### config.mk
export PLATFORM = sky130hd
export DESIGN_NAME = bep_frame_parser
export DESIGN_NICKNAME = d
export VERILOG_FILES = /design/src/rtl/bep_pkg.sv /design/src/rtl/bep_checksum.sv /design/src/rtl/bep_frame_parser.sv
export SDC_FILE = /design/constraint.sdc
export NUM_CORES = 1
export LEC_CHECK = 0
export ABC_AREA = 1
export CORE_ASPECT_RATIO = 0.6
export CORE_MARGIN = 3
export CORE_UTILIZATION = 39
export DETAILED_ROUTE_END_ITERATION = 16
export GPL_TIMING_DRIVEN = 0
export PLACE_DENSITY_LB_ADDON = 0.08
export SLEW_MARGIN = 25
export SYNTH_ARGS = -nofsm -noshare
export SYNTH_HDL_FRONTEND = slang
export SYNTH_SLANG_ARGS = --single-unit
### constraint.sdc
create_clock -name clk -period 2.45 [get_ports clk]
set_input_delay 0.49 -clock clk [delete_from_list [all_inputs] [get_ports clk]]
set_output_delay 0.49 -clock clk [all_outputs]
set_load 0.02 [all_outputs]
### src/rtl/bep_pkg.sv
// Shared types and constants for the BEP frame parser.
package bep_pkg;

    typedef enum logic [1:0] {
        ST_IDLE    = 2'd0,
        ST_LEN     = 2'd1,
        ST_PAYLOAD = 2'd2,
        ST_CHECK   = 2'd3
    } bep_state_e;

    localparam int         BEP_MAX_LEN_DEFAULT = 15;
    localparam logic [7:0] BEP_CRC_POLY        = 8'h07;

endpackage

### src/rtl/bep_checksum.sv
// One-byte checksum step: running XOR by default, CRC-8 (poly 0x07, MSB first)
// when BEP_CRC8_EN is defined.
module bep_checksum
    import bep_pkg::*;
(
    input  logic [7:0] csum_i,
    input  logic [7:0] byte_i,
    output logic [7:0] next_o
);

`ifdef BEP_CRC8_EN
    always_comb begin
        logic [7:0] c;
        c = csum_i ^ byte_i;
        for (int i = 0; i < 8; i++) begin
            c = c[7] ? ((c << 1) ^ BEP_CRC_POLY) : (c << 1);
        end
        next_o = c;
    end
`else
    assign next_o = csum_i ^ byte_i;
`endif

endmodule

### src/rtl/bep_frame_parser.sv
// Parses LEN / PAYLOAD / CHECK byte frames into a readable payload buffer.
// Checksum flavour selected by BEP_CRC8_EN (see bep_checksum).
module bep_frame_parser
    import bep_pkg::*;
#(
    parameter int MAX_LEN = BEP_MAX_LEN_DEFAULT
) (
    input  logic       clk,
    input  logic       rst_n,
    input  logic       ena,
    input  logic       sof,
    input  logic       byte_valid,
    input  logic [7:0] byte_in,
    input  logic       halt,
    input  logic [3:0] rd_addr,
    output logic [7:0] rd_data,
    output logic [3:0] frame_len,
    output logic       frame_valid,
    output logic       frame_err,
    output logic       busy,
    output logic [1:0] dbg_state_o
);

    localparam logic [7:0] MAX_LEN_B = 8'(MAX_LEN);

    bep_state_e state_q, state_d;
    logic [3:0] count_q, count_d;
    logic [3:0] len_q, len_d;
    logic [3:0] flen_q, flen_d;
    logic [7:0] csum_q, csum_d;
    logic       fvalid_q, fvalid_d;
    logic       ferr_q, ferr_d;
    logic [7:0] buf_q [16];
    logic       wr_en;
    logic [7:0] csum_next;

    bep_checksum u_checksum (
        .csum_i (csum_q),
        .byte_i (byte_in),
        .next_o (csum_next)
    );

    always_comb begin
        state_d  = state_q;
        count_d  = count_q;
        len_d    = len_q;
        flen_d   = flen_q;
        csum_d   = csum_q;
        fvalid_d = fvalid_q;
        ferr_d   = ferr_q;
        wr_en    = 1'b0;
        // sof outranks byte_valid; halt and !ena freeze everything including sof.
        if (ena && !halt) begin
            if (sof) begin
                state_d  = ST_LEN;
                fvalid_d = 1'b0;
                ferr_d   = 1'b0;
                count_d  = 4'd0;
                csum_d   = 8'h00;
            end else if (byte_valid) begin
                case (state_q)
                    ST_LEN: begin
                        if (byte_in > MAX_LEN_B) begin
                            ferr_d  = 1'b1;
                            state_d = ST_IDLE;
                        end else begin
                            csum_d  = csum_next;
                            len_d   = byte_in[3:0];
                            state_d = (byte_in == 8'h00) ? ST_CHECK : ST_PAYLOAD;
                        end
                    end
                    ST_PAYLOAD: begin
                        wr_en   = 1'b1;
                        count_d = count_q + 4'd1;
                        csum_d  = csum_next;
                        if (count_q + 4'd1 == len_q) state_d = ST_CHECK;
                    end
                    ST_CHECK: begin
                        if (byte_in == csum_q) begin
                            fvalid_d = 1'b1;
                            flen_d   = len_q;
                        end else begin
                            ferr_d = 1'b1;
                        end
                        state_d = ST_IDLE;
                    end
                    default: ;
                endcase
            end
        end
    end

    always_ff @(posedge clk) begin
        if (!rst_n) begin
            state_q  <= ST_IDLE;
            count_q  <= 4'd0;
            len_q    <= 4'd0;
            flen_q   <= 4'd0;
            csum_q   <= 8'h00;
            fvalid_q <= 1'b0;
            ferr_q   <= 1'b0;
            for (int i = 0; i < 16; i++) buf_q[i] <= 8'h00;
        end else begin
            state_q  <= state_d;
            count_q  <= count_d;
            len_q    <= len_d;
            flen_q   <= flen_d;
            csum_q   <= csum_d;
            fvalid_q <= fvalid_d;
            ferr_q   <= ferr_d;
            if (wr_en) buf_q[count_q] <= byte_in;
        end
    end

    // Readback is masked by the last accepted length, not the frame in flight.
    assign rd_data     = (rd_addr < flen_q) ? buf_q[rd_addr] : 8'h00;
    assign frame_len   = flen_q;
    assign frame_valid = fvalid_q;
    assign frame_err   = ferr_q;
    assign busy        = (state_q != ST_IDLE);
    assign dbg_state_o = state_q;

endmodule

==> run summary <==
status - finished clean
H-Tree Level Count - 4
reg2reg start - dbg_state_o[1]$_SDFFE_PN0P_
GRT overflow - 0
kind of critical path - reg -> out
row count - 38
Slew @ Worst Pin - 1325 ps
Ys Warns - 0
Synth Net Count - 829
DRT iter0 DRCs - 727
Max Clk Rate - 409.6 MHz
crit start category - flip-flop
maximum vdd drop - 0.4894 mV
synthesized area - 7368 um2
CP cell instances - inv_2 -> ha_4 -> a21o_1 -> a31oi_4 -> o21ai_1 -> nor2_1 -> buf_4
max incr delay on CP - 320 ps
RSZ-0062 raised after global routing - yes
Hold WC Path Type - reg -> reg
syn avg cell area - 9.165 um2
fin crit period - 2441 ps
Initial Utilization - 40.25%
Clock Path Buffers - 2
Core ar. - 18310 um2
post-route setup TNS - 0 ps
kind of end point of the critical path - output pin
PortBufs - 33
worst clock skew - 9.728 ps
PwrDens - 673.5 nW/um2
CP max FO - 8
main area contributors after synthesis - edfxtp_1 52%, nand2_1 9.3%, nor2_1 8.6%
Worst-path clk slew - 70 ps
CP arrival - 1950 ps
fill count - 1692
vias per inst - 5.390
Top Family by Delay on Critical Path - compound AO/OA/AOI/OAI gates
clk_lat worst skew - 430 ps
first-pass GRT wire length - 36.18 mm
top cell type's share of synthesized area - 52.17%
vias in the first global route - 5712
Final nets - 899
TritonCTS Buffers - 17
Vias - 6075
Worst Slack Setup Final - 8.625 ps
Seq/Total Area, Yosys - 58.69%
Final ANT Viol Nets - 0
data required time of the worst path - 1960 ps
Reg area - 4328 um2
Hold Vio Cnt, Final - 0
Synth Register Bits - 152
CP max-delay cell - dfxtp_2
CP Launch Point - frame_len[3]$_SDFFE_PN0P_
Multi-input gate area - 2964 um2
min-delay src - frame_err$_SDFFE_PN0P_
max_cap viols - 0
post-DP HPWL - 17.81 mm
average wire per cell in the routed design - 21.78 um
final wirelength - 24.55 mm
final period utilization - 99.65%
root buffer cell - clkbuf_16
fraction of layout cells with a size suffix above 1 - 19.62%
gr usage total - 24.32%
Ant. Diodes - 0
die span in y - 112.5 um
initial antenna violation count - 0
worst path bufs/invs - 2
clock sink count - 152
Die Width - 183.5 um
I/O pins - 35
routability cong. - 0.9512
Setup WS pre-CTS - -1497 ps
DRC errors left - 0
static leakage - 3.814 nW
final setup fails - 0
Yosys cell types - 33
post-synth top area cell - edfxtp_1
Syn Inst Count - 804
drt first pass iters - 6
hold_buf cts - 0
largest net degree at the start of global routing - 17
Slew HR - 11.68%
CTS tree - done
DIE AREA - 20630 um2
area delta synth->final - 23.79%
Max Slew Vio Count - 0
power by group:
group / internal, mW / switching (mW)
Combinational: 0.205 / 0.441
Clock: 1.48 / 1.10
Sequential: 2.88 / 0.0361
tightest hold or removal path, cell delays in order, from the launching register on:
cell,delay [ps]
dfxtp_1,310
inv_1,50
a21oi_1,50
layer usage:
layer	part of all wire [%]	global-route usage, %	up-vias
met3	12	8.679	30
li1	-	-	2823
met4	1.0	5.020	0
met2	39	31.60	298
met5	0	0	-
met1	49	38.30	2924
synth_stat cells:
master	count
nand2_8	1
edfxtp_1	128
or2_2	1
nand3_1	43
inv_2	1
nor3_1	2
nor2_1	169
a22oi_1	4
buf_1	1
o21ai_0	33
nand2_4	16
a211oi_1	10
dfxtp_1	24
buf_2	1
a21o_1	1
nand2_1	182
nand2_2	1
o22ai_1	3
nand4_1	4
o211a_1	1
clkinv_1	8
xor2_1	1
xnor2_1	1
a21oi_1	61
nor2_2	17
nor2_4	1
o21ai_2	1
o211ai_1	1
clkbuf_1	37
nor2_8	4
inv_1	37
ha_1	7
a31oi_1	2
layout make-up:
type,count,share of cell area (%)
buffer,39,3.745
clock buffer,23,5.610
clock inverter,9,0.6310
inverter,46,2.030
multi-input combinational,567,32.50
sequential,152,47.45
tap,240,3.292
timing repair buffer,51,4.746
path summary, 6_finish.rpt:
path	end	slack, ps	depth (start not counted)
setup / recovery	rd_data[7]	9	7
hold / removal	frame_err$_SDFFE_PN0P_	460	2
setup reg to reg	buf_q[9][4]$_SDFFCE_PN0P_	170	8
hold reg to reg	frame_err$_SDFFE_PN0P_	460	2
cells in the final DEF, fill, tap and decap left out, drive strengths merged, types with 7 or more instances in the layout:
cell type / n
nor2: 191
a211oi: 10
clkbuf: 56
inv: 43
nand2: 200
clkinv: 9
edfxtp: 128
clkdlybuf4s50: 20
buf: 35
ha: 7
nand3: 43
o21ai: 34
a21oi: 61
dfxtp: 24
sequential cells by signal, indices dropped and copies added, names as in the netlist:
signal,count
frame_err,1
count_q,4
buf_q,128
len_q,4
dbg_state_o,2
frame_valid,1
frame_len,4
csum_q,8
timing repair:
action,in CTS,in global routing
pin swaps,15,14
setup buffers,9,9
endpoints found under the setup margin,264,140
hold endpoints to repair,0,0
resized for setup,170,27
kinds of logic after synthesis:
group / after synthesis / share of synthesized area [%]
AO/OA/AOI/OAI: 117 / 8.694
adder cells (fa/ha/maj): 7 / 1.189
buffers and inverters: 85 / 4.347
XOR/XNOR: 2 / 0.2378
AND/OR/NAND/NOR: 441 / 26.85
flip-flops: 152 / 58.69
stage by stage:
| step | hold slack, ps | power (mW) | utilization (%) | instance area (um2) | cells |
|---|---|---|---|---|---|
| after floorplan | 455.0 | 3.262 | - | 7368 | 804 |
| after global placement | 442.8 | 3.506 | 43.70 | 7999 | 1077 |
| after detailed placement | 446.0 | 3.511 | 43.70 | 7999 | 1077 |
| after CTS | 445.7 | 6.116 | 49.10 | 8989 | 1118 |
| after global routing | 482.2 | 6.319 | 49.83 | 9121 | 1127 |
| final | 457.7 | 6.143 | 49.83 | 9121 | 1127 |
Note: power is estimated with default switching activity, not from simulation.
